--- config.mk ---
export PLATFORM = sky130hd
export DESIGN_NAME = rgb_fader_flat
export DESIGN_NICKNAME = d
export VERILOG_FILES = /design/src/rtl/rgb_fader_if.sv /design/src/rtl/rgb_fader.sv /design/src/flat_wrapper.sv
export SDC_FILE = /design/constraint.sdc
export NUM_CORES = 1
export LEC_CHECK = 0
export ABC_AREA = 0
export CORE_ASPECT_RATIO = 1.2
export CORE_MARGIN = 2
export CORE_UTILIZATION = 58
export DETAILED_ROUTE_END_ITERATION = 10
export DONT_BUFFER_PORTS = 1
export GPL_ROUTABILITY_DRIVEN = 0
export PLACE_DENSITY = 0.72
export SLEW_MARGIN = 20
export SYNTH_ARGS = -nofsm -noshare
export SYNTH_HDL_FRONTEND = slang
export SYNTH_SLANG_ARGS = --single-unit
--- constraint.sdc ---
create_clock -name clk -period 6.35 [get_ports clk]
set_input_delay 1.27 -clock clk [delete_from_list [all_inputs] [get_ports clk]]
set_output_delay 1.27 -clock clk [all_outputs]
set_load 0.01 [all_outputs]
--- src/rtl/rgb_fader_if.sv ---
// rgb_fader_if -- control/status bundle of the breathing-colour sequencer.
//   en, restart             : run enable and synchronous restart pulse (into the fader)
//   r_val, g_val, b_val     : 8-bit duty values for the PWM/RGB driver (out of the fader)
//   colour                  : active channel 0=red 1=green 2=blue
//   cycle_done              : one-cycle pulse when colour wraps blue -> red
// master = controller/testbench side, slave = rgb_fader side.
interface rgb_fader_if;
    logic       en;
    logic       restart;
    logic [7:0] r_val;
    logic [7:0] g_val;
    logic [7:0] b_val;
    logic [1:0] colour;
    logic       cycle_done;

    modport master (
        output en, restart,
        input  r_val, g_val, b_val, colour, cycle_done
    );

    modport slave (
        input  en, restart,
        output r_val, g_val, b_val, colour, cycle_done
    );
endinterface

--- src/rtl/rgb_fader.sv ---
// rgb_fader -- breathing-colour sequencer. Ramps one channel 0->255, holds it
// for HOLD_STEPS steps, ramps it back to 0, then advances red->green->blue.
// One fade step every STEP_DIV clocks while en is high.
//   clk, rst_n : clock, asynchronous active-low reset
//   bus        : rgb_fader_if.slave (en, restart in; duty values, colour,
//                cycle_done out). All outputs are registered.
// Optional: define RGB_FADER_GAMMA_EN for duty(L) = (L*(L+2)) >> 8,
// otherwise duty(L) = L.
module rgb_fader #(
    parameter int STEP_DIV   = 12000,
    parameter int HOLD_STEPS = 256
) (
    input  logic        clk,
    input  logic        rst_n,
    rgb_fader_if.slave  bus
);
    localparam int CW = (STEP_DIV > 1) ? $clog2(STEP_DIV) : 1;
    localparam int HW = (HOLD_STEPS > 1) ? $clog2(HOLD_STEPS) : 1;
    localparam logic [CW-1:0] CNT_LAST  = CW'(STEP_DIV - 1);
    localparam logic [HW-1:0] HOLD_LAST = HW'(HOLD_STEPS - 1);

    typedef enum logic [1:0] {RISE, HOLD, FALL} state_t;

    state_t        state_q, state_d;
    logic [CW-1:0] cnt_q, cnt_d;
    logic [HW-1:0] hold_q, hold_d;
    logic [7:0]    lvl_q, lvl_d;
    logic [1:0]    col_q, col_d;
    logic [7:0]    r_q, r_d, g_q, g_d, b_q, b_d;
    logic          done_q, done_d;
    logic          tick;
    logic [7:0]    duty_d;

    function automatic logic [7:0] duty(input logic [7:0] l);
`ifdef RGB_FADER_GAMMA_EN
        logic [15:0] sq;
        // 255*257 = 65535, so 16 bits never overflow and both endpoints stay exact.
        sq = {8'd0, l} * ({8'd0, l} + 16'd2);
        return sq[15:8];
`else
        return l;
`endif
    endfunction

    assign tick = bus.en && (cnt_q == CNT_LAST);

    always_comb begin
        cnt_d   = cnt_q;
        state_d = state_q;
        lvl_d   = lvl_q;
        hold_d  = hold_q;
        col_d   = col_q;
        done_d  = 1'b0;
        if (bus.restart) begin
            cnt_d   = '0;
            state_d = RISE;
            lvl_d   = 8'd0;
            hold_d  = '0;
            col_d   = 2'd0;
        end else if (bus.en) begin
            cnt_d = tick ? '0 : cnt_q + CW'(1);
            if (tick) begin
                case (state_q)
                    RISE: begin
                        lvl_d = lvl_q + 8'd1;
                        if (lvl_q == 8'd254) begin
                            state_d = HOLD;
                            hold_d  = '0;
                        end
                    end
                    HOLD: begin
                        hold_d = hold_q + HW'(1);
                        if (hold_q == HOLD_LAST) state_d = FALL;
                    end
                    FALL: begin
                        lvl_d = lvl_q - 8'd1;
                        if (lvl_q == 8'd1) begin
                            state_d = RISE;
                            col_d   = (col_q == 2'd2) ? 2'd0 : col_q + 2'd1;
                            done_d  = (col_q == 2'd2);
                        end
                    end
                    default: state_d = RISE;
                endcase
            end
        end
        // Outputs are built from next-state values so colour and duty land on
        // the same edge; a paused fader recomputes identical values.
        duty_d = duty(lvl_d);
        r_d    = (col_d == 2'd0) ? duty_d : 8'd0;
        g_d    = (col_d == 2'd1) ? duty_d : 8'd0;
        b_d    = (col_d == 2'd2) ? duty_d : 8'd0;
    end

    always_ff @(posedge clk or negedge rst_n) begin
        if (!rst_n) begin
            state_q <= RISE;
            cnt_q   <= '0;
            hold_q  <= '0;
            lvl_q   <= 8'd0;
            col_q   <= 2'd0;
            r_q     <= 8'd0;
            g_q     <= 8'd0;
            b_q     <= 8'd0;
            done_q  <= 1'b0;
        end else begin
            state_q <= state_d;
            cnt_q   <= cnt_d;
            hold_q  <= hold_d;
            lvl_q   <= lvl_d;
            col_q   <= col_d;
            r_q     <= r_d;
            g_q     <= g_d;
            b_q     <= b_d;
            done_q  <= done_d;
        end
    end

    assign bus.r_val      = r_q;
    assign bus.g_val      = g_q;
    assign bus.b_val      = b_q;
    assign bus.colour     = col_q;
    assign bus.cycle_done = done_q;
endmodule

--- src/flat_wrapper.sv ---
// flat-port wrapper written by rule: the top's interface ports become plain ports
module rgb_fader_flat 
#(
    parameter int STEP_DIV   = 12000,
    parameter int HOLD_STEPS = 256
)
  (clk, rst_n, bus_en, bus_restart, bus_r_val, bus_g_val, bus_b_val, bus_colour, bus_cycle_done);
  rgb_fader_if bus_i ();
  input  logic clk;
  input  logic rst_n;
  input wire logic [$bits(bus_i.en)-1:0] bus_en;
  input wire logic [$bits(bus_i.restart)-1:0] bus_restart;
  output wire logic [$bits(bus_i.r_val)-1:0] bus_r_val;
  output wire logic [$bits(bus_i.g_val)-1:0] bus_g_val;
  output wire logic [$bits(bus_i.b_val)-1:0] bus_b_val;
  output wire logic [$bits(bus_i.colour)-1:0] bus_colour;
  output wire logic [$bits(bus_i.cycle_done)-1:0] bus_cycle_done;
  assign bus_i.en = bus_en;
  assign bus_i.restart = bus_restart;
  assign bus_r_val = bus_i.r_val;
  assign bus_g_val = bus_i.g_val;
  assign bus_b_val = bus_i.b_val;
  assign bus_colour = bus_i.colour;
  assign bus_cycle_done = bus_i.cycle_done;
  rgb_fader #(.STEP_DIV(STEP_DIV), .HOLD_STEPS(HOLD_STEPS)) u_core (.clk(clk), .rst_n(rst_n), .bus(bus_i));
endmodule
# Yosys cells after proc, flatten, opt, wreduce, memory -nomap -nowiden
# Index checks and enable logic that the tools add are counted.
# Widths: inputs -> output; s select.
# word_totals
word_cells	67
output_inout_bits	27
ff_bits	59
input_bits	4
# classes
addsub	5
eq_ne	12
reduce_logical	8
mux	33
# ops
operator	count
$mux 8	10
$mux 14	3
$pmux 8 s2	2
$mux 2	12
$add 8x1->8 const B	2
$eq 8x8->1 const B	2
$add 14x1->14 const B	1
$eq 14x14->1 const B	1
$ne 3x2->1 const B	3
$eq 8x1->1 const B	1
$sub 8x1->8 const B	1
$eq 2x2->1 const B	3
$pmux 2 s3	1
$mux 1	5
$reduce_and 5->1	1
$eq 2x1->1 const B	2
$logic_not 2->1	2
$reduce_and 4->1	1
$reduce_bool 2->1	2
$reduce_bool 3->1	1
$add 2x1->2 const B	1
$logic_and 1x1->1	1

# Depth between registers and ports, before layout
# Gate-level depths: netlist (run 1).
# depth
word_depth	9
mapped_depth	8
ltp_nobuf	7

# Worst setup path after synthesis (run 1)
# Ideal clock, no wire load.
# synth_path
path_type	input to register
from	input port bus_en
to	register u_core.hold_q[7]
cell_stages	5
n_path_buf	0
arrival_time_ns	2.979
setup_time_ns	0.082
required_time_ns	6.268
path_slack_ns	3.290
cell_sequence	nand4_1 or4b_2 nor4_1 a41oi_1 a31oi_1
# synth_via
elab_chain_cells	3
elab_cells_between_ends	4
cone_classes	4 x reduce/logical
# synth_rtl
element	line_no	rtl
from (decl)	flat_wrapper.sv:11	input wire logic [$bits(bus_i.en)-1:0] bus_en;
$logic_and 1x1->1	rgb_fader.sv:45	assign tick = bus.en && (cnt_q == CNT_LAST);
$reduce_bool 2->1 (no source line)	n/a	
$reduce_and 4->1 (no source line) *	n/a	
to (signal assigned)	rgb_fader.sv:109	hold_q <= hold_d;
to (decl)	rgb_fader.sv:26	logic [HW-1:0] hold_q, hold_d;
# Mark *: on every way between the ends. The rest lies on a longest branch, timed or not.
# A chain may end at the register's enable or synchronous reset.

# Final worst setup path (run 1)
# Same ends and word-level chain as after synthesis.

==> results of run 1 <==
flip-flops by register name, indices dropped and copies added, names as in the netlist:
name	count
u_core.bus.b_val	8
u_core.bus.colour	2
u_core.bus.cycle_done	1
u_core.bus.g_val	8
u_core.bus.r_val	8
u_core.cnt_q	14
u_core.hold_q	8
u_core.lvl_q	8
u_core.state_q	2
cell type report:
class                   count  area share
clock buffers              10      0.0458
clock inverters             5      0.0100
inverters                  16      0.0200
multi-input cells         202       0.406
flip-flops and latches     59       0.492
well taps                  58      0.0242
repair buffers              1     0.00250
critical path, stage by stage:
cell     delay [ps]
nand4_1         160
or4b_2          690
nor4_1          830
a41oi_1         200
a31oi_1         170
metrics by stage:
| step | util | total power, mW | instances | instance area, µm² | hold WS [ps] |
|---|---|---|---|---|---|
| after floorplan | - | 0.393 | 287 | 2790 | 452 |
| after global placement | 0.616 | 0.393 | 336 | 2830 | 482 |
| after detailed placement | 0.616 | 0.393 | 336 | 2830 | 474 |
| after CTS | 0.653 | 0.684 | 351 | 3000 | 490 |
| after global routing | 0.654 | 0.708 | 351 | 3000 | 512 |
| final | 0.654 | 0.677 | 351 | 3000 | 495 |
synthesized netlist by cell type (2+ instances only):
| master | n | share of area |
|---|---|---|
| a21boi_0 | 3 | 0.0081 |
| a21oi_1 | 14 | 0.025 |
| a31oi_1 | 6 | 0.013 |
| and3_1 | 2 | 0.0045 |
| clkbuf_1 | 8 | 0.011 |
| dfrtp_1 | 59 | 0.53 |
| ha_1 | 6 | 0.027 |
| inv_1 | 15 | 0.020 |
| mux2i_1 | 6 | 0.022 |
| nand2_1 | 16 | 0.022 |
| nand2b_1 | 7 | 0.016 |
| nand3_1 | 14 | 0.025 |
| nand3b_1 | 2 | 0.0054 |
| nand4_1 | 5 | 0.011 |
| nand4b_1 | 3 | 0.0094 |
| nor2_1 | 40 | 0.054 |
| nor2b_1 | 2 | 0.0045 |
| nor3_1 | 9 | 0.016 |
| nor3b_1 | 3 | 0.0081 |
| nor4_1 | 6 | 0.013 |
| nor4b_1 | 5 | 0.016 |
| o21a_1 | 2 | 0.0054 |
| o21ai_0 | 17 | 0.030 |
| o22ai_1 | 2 | 0.0045 |
| or3_1 | 3 | 0.0067 |
| or4_1 | 4 | 0.011 |
| xnor2_1 | 8 | 0.025 |
| xor2_1 | 3 | 0.0094 |
per-layer routing:
metal | up-vias | part of all wire | wire length, µm
met4 | 0 | 0.033 | 189
met5 | - | 0 | 0
met1 | 1042 | 0.43 | 2480
met3 | 16 | 0.047 | 270
li1 | 1019 | - | -
met2 | 67 | 0.49 | 2810
cells by family after synthesis:
kind of cell             after synthesis  share of synthesized area
AND/OR/NAND/NOR                      126                      0.238
flip-flops                            59                      0.529
AO/OA/AOI/OAI                         53                      0.114
buffers and inverters                 26                     0.0359
XOR/XNOR                              11                     0.0345
multiplexers                           6                     0.0215
adder cells (fa/ha/maj)                6                     0.0269
power breakdown:
group          total, mW  switching [mW]  internal (mW)
sequential         0.378         0.00111          0.377
clock              0.291           0.144          0.147
combinational    0.00758         0.00520        0.00238
total              0.677           0.150          0.527
final timing paths:
check,from,endpoint,slack [ps],cells past startpoint
min,u_core.hold_q[7]$_DFFE_PN0P_,u_core.hold_q[7]$_DFFE_PN0P_,490,1
min reg2reg,u_core.hold_q[7]$_DFFE_PN0P_,u_core.hold_q[7]$_DFFE_PN0P_,490,1
max,bus_en,u_core.hold_q[7]$_DFFE_PN0P_,3290,5
max in group asynchronous,rst_n,u_core.cnt_q[2]$_DFFE_PN0N_,5630,0
min in group asynchronous,rst_n,u_core.bus.g_val[2]$_DFF_PN0_,620,0
max reg2reg,u_core.cnt_q[5]$_DFFE_PN0N_,u_core.bus.g_val[6]$_DFF_PN0_,3450,5
==> key figures, run 1 <==
Global routing
  • Pin count of the biggest net entering global routing: 60
  • First-pass GRT wire length: 9670 µm
  • Number of global-route vias before repair: roughly 2100
  • Met3 global-route usage: 0.0889
  • Global route hottest layer: met2
  • Total Routing Usage GR: 0.247
  • Grt met2 use: 0.377
  • Grt met1 use: 0.303
  • Initial antenna violation count: 0
  • Grt ovf: 0

Power
  • PwrDens: between 200 and 250 mW/mm²
  • Leak pwr: 1.31 nW
  • Worst IR Drop VDD: approximately 0.00016 V

Routing
  • 1st-pass router iterations: 4
  • DRT iter0 DRCs: approximately 230
  • DR vias/cell: around 6.1
  • Post-route antenna net violation count: 0
  • DR vias: about 2100
  • Final wirelength: 5760 µm
  • Wire length per cell: ~16 µm
  • Remaining DRCs: 0

Layout
  • Most frequent cells in the layout: dfrtp_1, nor2_1, o21ai_0
  • Area occupied by multi-input gates: ~0.0012 mm²
  • Ant. Diodes: 0
  • Nets: about 300
  • # fillers: around 380
  • Commonest non-fill, non-tap cell in the layout: dfrtp_1
  • Share of cells above drive strength 1: 0.0751
  • Register area: ~0.0015 mm²
  • Area growth syn-to-layout: 7.62%

Synth
  • Seq/Total Area, Yosys: 0.529
  • Post-Synthesis Cell Area: between 0.002 and 0.003 mm²
  • Syn Nets: around 300
  • Seq cells post-synth: 59
  • Synth unique cells: 45
  • Mapped Cells: 287
  • Dominant synthesized flop cell: dfrtp_1
  • Synth warn: 0
  • EDFF count, synth: 0
  • Synth Area per Inst: approximately 9.7 µm²
  • Share of synthesized registers carrying an async set or reset: 1.00

STA
  • Final Worst Setup Slack: around 3300 ps
  • Endpoints failing hold: 0
  • Fmax: between 300 and 400 MHz
  • Worst Skew: just under 8 ps
  • Period utilisation layout: 0.482
  • Setup TNS: 0 ps
  • Min Tclk post-route: roughly 3000 ps
  • Max Slew Vio Count: 0
  • Actual slew at the worst max-slew pin: ~940 ps
  • Final setup fails: 0
  • RSZ-0062 raised after global routing: false
  • Worst slew margin: 0.369

Clock tree
  • Worst skew pair latency: between 300 and 400 ps
  • H-tree depth: 3
  • Clock-pin transition on the worst setup and hold timing paths: approximately 70 ps
  • Clk root buf: clkbuf_8
  • Clk sinks: 59
  • CTS Buf Count: 9
  • Max Root-Sink Buffers: 2
  • Setup Buffers After CTS: 0
  • Hold_buf cts: 0
  • Post_cts resized: 0
  • CTS tree: yes

Worst setup path
  • CP Capture Type: flip-flop
  • Startpoint Class: input port
  • Crit-path max FO: 11
  • Worst Path Class, Setup: input port to flip-flop
  • Worst EP arrival: 3330 ps
  • Worst EP required: approximately 6600 ps

Run
  • Max Cap Violations: 0

Floorplanning
  • Die area: 0.00538 mm²
  • Initial Utilization: 0.607
  • # IOs: 31
  • Die X: 67.3 µm
  • Vert. Die Dim: between 70 and 80 µm
  • Row count: 27
  • Core area: 0.00459 mm²

Min path
  • HP Class: flip-flop to flip-flop

Run status
  • Run status: completed

Place
  • Placement Setup Slack: between 2000 and 3000 ps
  • Detail Placement HPWL: between 3000 and 4000 µm
  • IO Port Bufs: 0
Note: power is estimated with default switching activity, not from simulation.
==> run 2: changes to the inputs <==
==> constraint.sdc (replaced) <==
create_clock -name clk -period 2.9 [get_ports clk]
set_input_delay 0.58 -clock clk [delete_from_list [all_inputs] [get_ports clk]]
set_output_delay 0.58 -clock clk [all_outputs]
set_load 0.01 [all_outputs]
==> key figures, run 2 (synthesis gave the netlist of run 1 again) <==
Run status
  • Run status: completed

Worst setup path
  • FF-to-FF End: u_core.bus.g_val[6]$_DFF_PN0_
  • Worst reg2reg path startpoint: u_core.cnt_q[5]$_DFFE_PN0N_
  • R2r setup slk: 150 ps (-3300 ps)
  • Worst EP required: 3170 ps (-3450 ps)
  • Startpoint Class: flip-flop
  • CP Capture Type: flip-flop
  • CP startpoint: u_core.cnt_q[5]$_DFFE_PN0N_
  • R2R cell count: 5 (unchanged)
  • Crit-path max FO: 10 (-1)
  • Worst EP arrival: 3020 ps (-310 ps)
  • Worst Path Class, Setup: flip-flop to flip-flop

Clock tree
  • Worst skew pair latency: 350 ps (about the same)
  • Max Root-Sink Buffers: 2 (unchanged)
  • CTS tree: yes
  • H-tree depth: 3 (unchanged)
  • Post_cts resized: 0 (unchanged)
  • Hold_buf cts: 1 (+1)
  • Clk sinks: 59 (unchanged)
  • Setup Buffers After CTS: 0 (unchanged)
  • CTS Buf Count: 9 (unchanged)
  • Clk root buf: clkbuf_8
  • Clock-pin transition on the worst setup and hold timing paths: 60 ps (about the same)

Layout
  • Nets: 308 (+3.0%)
  • Ant. Diodes: 0 (unchanged)
  • Largest register FFs: 14 (unchanged)
  • Commonest non-fill, non-tap cell in the layout: dfrtp_1
  • Design Area, Final: 0.00313 mm² (+4.2%)
  • Largest Register: u_core.cnt_q
  • Most frequent cells in the layout: dfrtp_1, nor2_1, o21ai_0
  • Final Util: 0.681 (+0.0278)
  • Share of cells above drive strength 1: 0.102 (+0.0272)
  • Area growth syn-to-layout: 12.2%
  • Final Non-Filler Cells: 361 (+2.8%)

Place
  • IO Port Bufs: 0 (unchanged)
  • Detail Placement HPWL: 4170 µm (+11%)
  • Placement Setup Slack: 207 ps (-2660 ps)
  • DP Area: 0.00289 mm² (+2.1%)
  • Dpl cells: 344 (+2.4%)

Power
  • Worst IR Drop VDD: 0.000326 V (+110%)
  • Leak pwr: 1.38 nW (+5.7%)
  • PwrDens: 528 mW/mm² (+130%)

STA
  • Actual slew at the worst max-slew pin: 592 ps (-346 ps)
  • Fmax: ~360 MHz
  • Period utilisation layout: 0.950
  • Endpoints failing hold: 0 (unchanged)
  • Setup TNS: 0 ps (unchanged)
  • RSZ-0062 raised after global routing: false
  • Final Worst Setup Slack: 145 ps (-3140 ps)
  • Final setup fails: 0 (unchanged)
  • Max Slew Vio Count: 0 (unchanged)
  • Min Tclk post-route: 2750 ps
  • Worst Skew: 5.02 ps (-2.94 ps)
  • Worst slew margin: 0.601 (+0.232)

Global routing
  • Pin count of the biggest net entering global routing: 60 (unchanged)
  • Total Routing Usage GR: 0.262 (+0.0143)
  • Grt ovf: 0 (unchanged)
  • Initial antenna violation count: 0 (unchanged)
  • First-pass GRT wire length: 10200 µm (+5.6%)
  • Number of global-route vias before repair: 2121 (+1.8%)

Min path
  • HP Class: input port to asynchronous set/reset pin

Routing
  • M1 WL: 2620 µm (+5.4%)
  • Wire length per cell: 16.9 µm (+3.3%)
  • Top Metal Used: met4
  • Routed met3 length: 219 µm (-19%)
  • Remaining DRCs: 0 (unchanged)
  • Final wirelength: 6120 µm (+6.3%)
  • DRT iter0 DRCs: 237 (+4.9%)
  • Met2 Wirelength: 3100 µm (+10%)
  • DR vias: 2142 (-0.093%)
  • DR vias/cell: 5.93 (-2.9%)
  • Post-route antenna net violation count: 0 (unchanged)
  • 1st-pass router iterations: 4 (unchanged)

Floorplanning
  • Initial Utilization: 0.607 (unchanged)
  • Die X: 67.3 µm (unchanged)
  • Vert. Die Dim: 80.0 µm (unchanged)
  • Die area: 0.00538 mm² (unchanged)
  • # IOs: 31 (unchanged)
  • Row count: 27 (unchanged)
  • Core area: 0.00459 mm² (unchanged)

Run
  • Max Cap Violations: 0 (unchanged)
==> run 2: worst max path at each step <==
stage / to / slack, ps / cells past startpoint
after detailed placement: u_core.bus.g_val[5]$_DFF_PN0_ / 210 / 5
after floorplan: u_core.bus.g_val[7]$_DFF_PN0_ / 460 / 6
final: u_core.bus.g_val[6]$_DFF_PN0_ / 150 / 5
after global routing: u_core.bus.g_val[6]$_DFF_PN0_ / 50 / 5
after CTS: u_core.bus.g_val[6]$_DFF_PN0_ / 180 / 5
after global placement: u_core.bus.g_val[7]$_DFF_PN0_ / 290 / 5
==> run 2: area by class of cell <==
class                           instances  area [µm²]
Inverter                               16        60.1
Clock buffer                           12         165
Multi-Input combinational cell        202        1210
Timing Repair Buffer                   10        95.1
Sequential cell                        59        1480
Fill cell                             348        1460
Clock inverter                          4        47.5
Tap cell                               58        72.6
==> run 2: per-layer routing <==
layer,global-route usage,vias to the layer above
met5,0,-
met3,0.0508,17
met2,0.417,49
li1,-,1035
met1,0.322,1041
met4,0.161,0
==> run 2: report_power, final <==
group          leakage [nW]  total, mW  switching [mW]  internal [mW]
clock network         0.108      0.787           0.324          0.463
logic                 0.452     0.0368          0.0266         0.0103
registers             0.823      0.828         0.00233          0.825
total                  1.38       1.65           0.352           1.30
==> run 2: worst max-delay path, stage by stage (launching register included) <==
cell     delay [ps]
dfrtp_1         430
or4b_4          560
or4_1           690
or3_1           360
a211o_1         440
nor2_1          190
==> run 2: per-stage QoR <==
stage,power (mW),hold slack (ps)
after floorplan,0.861,284
after global placement,0.861,285
after detailed placement,0.861,286
after CTS,1.66,98.0
after global routing,1.71,113
final,1.65,86.0
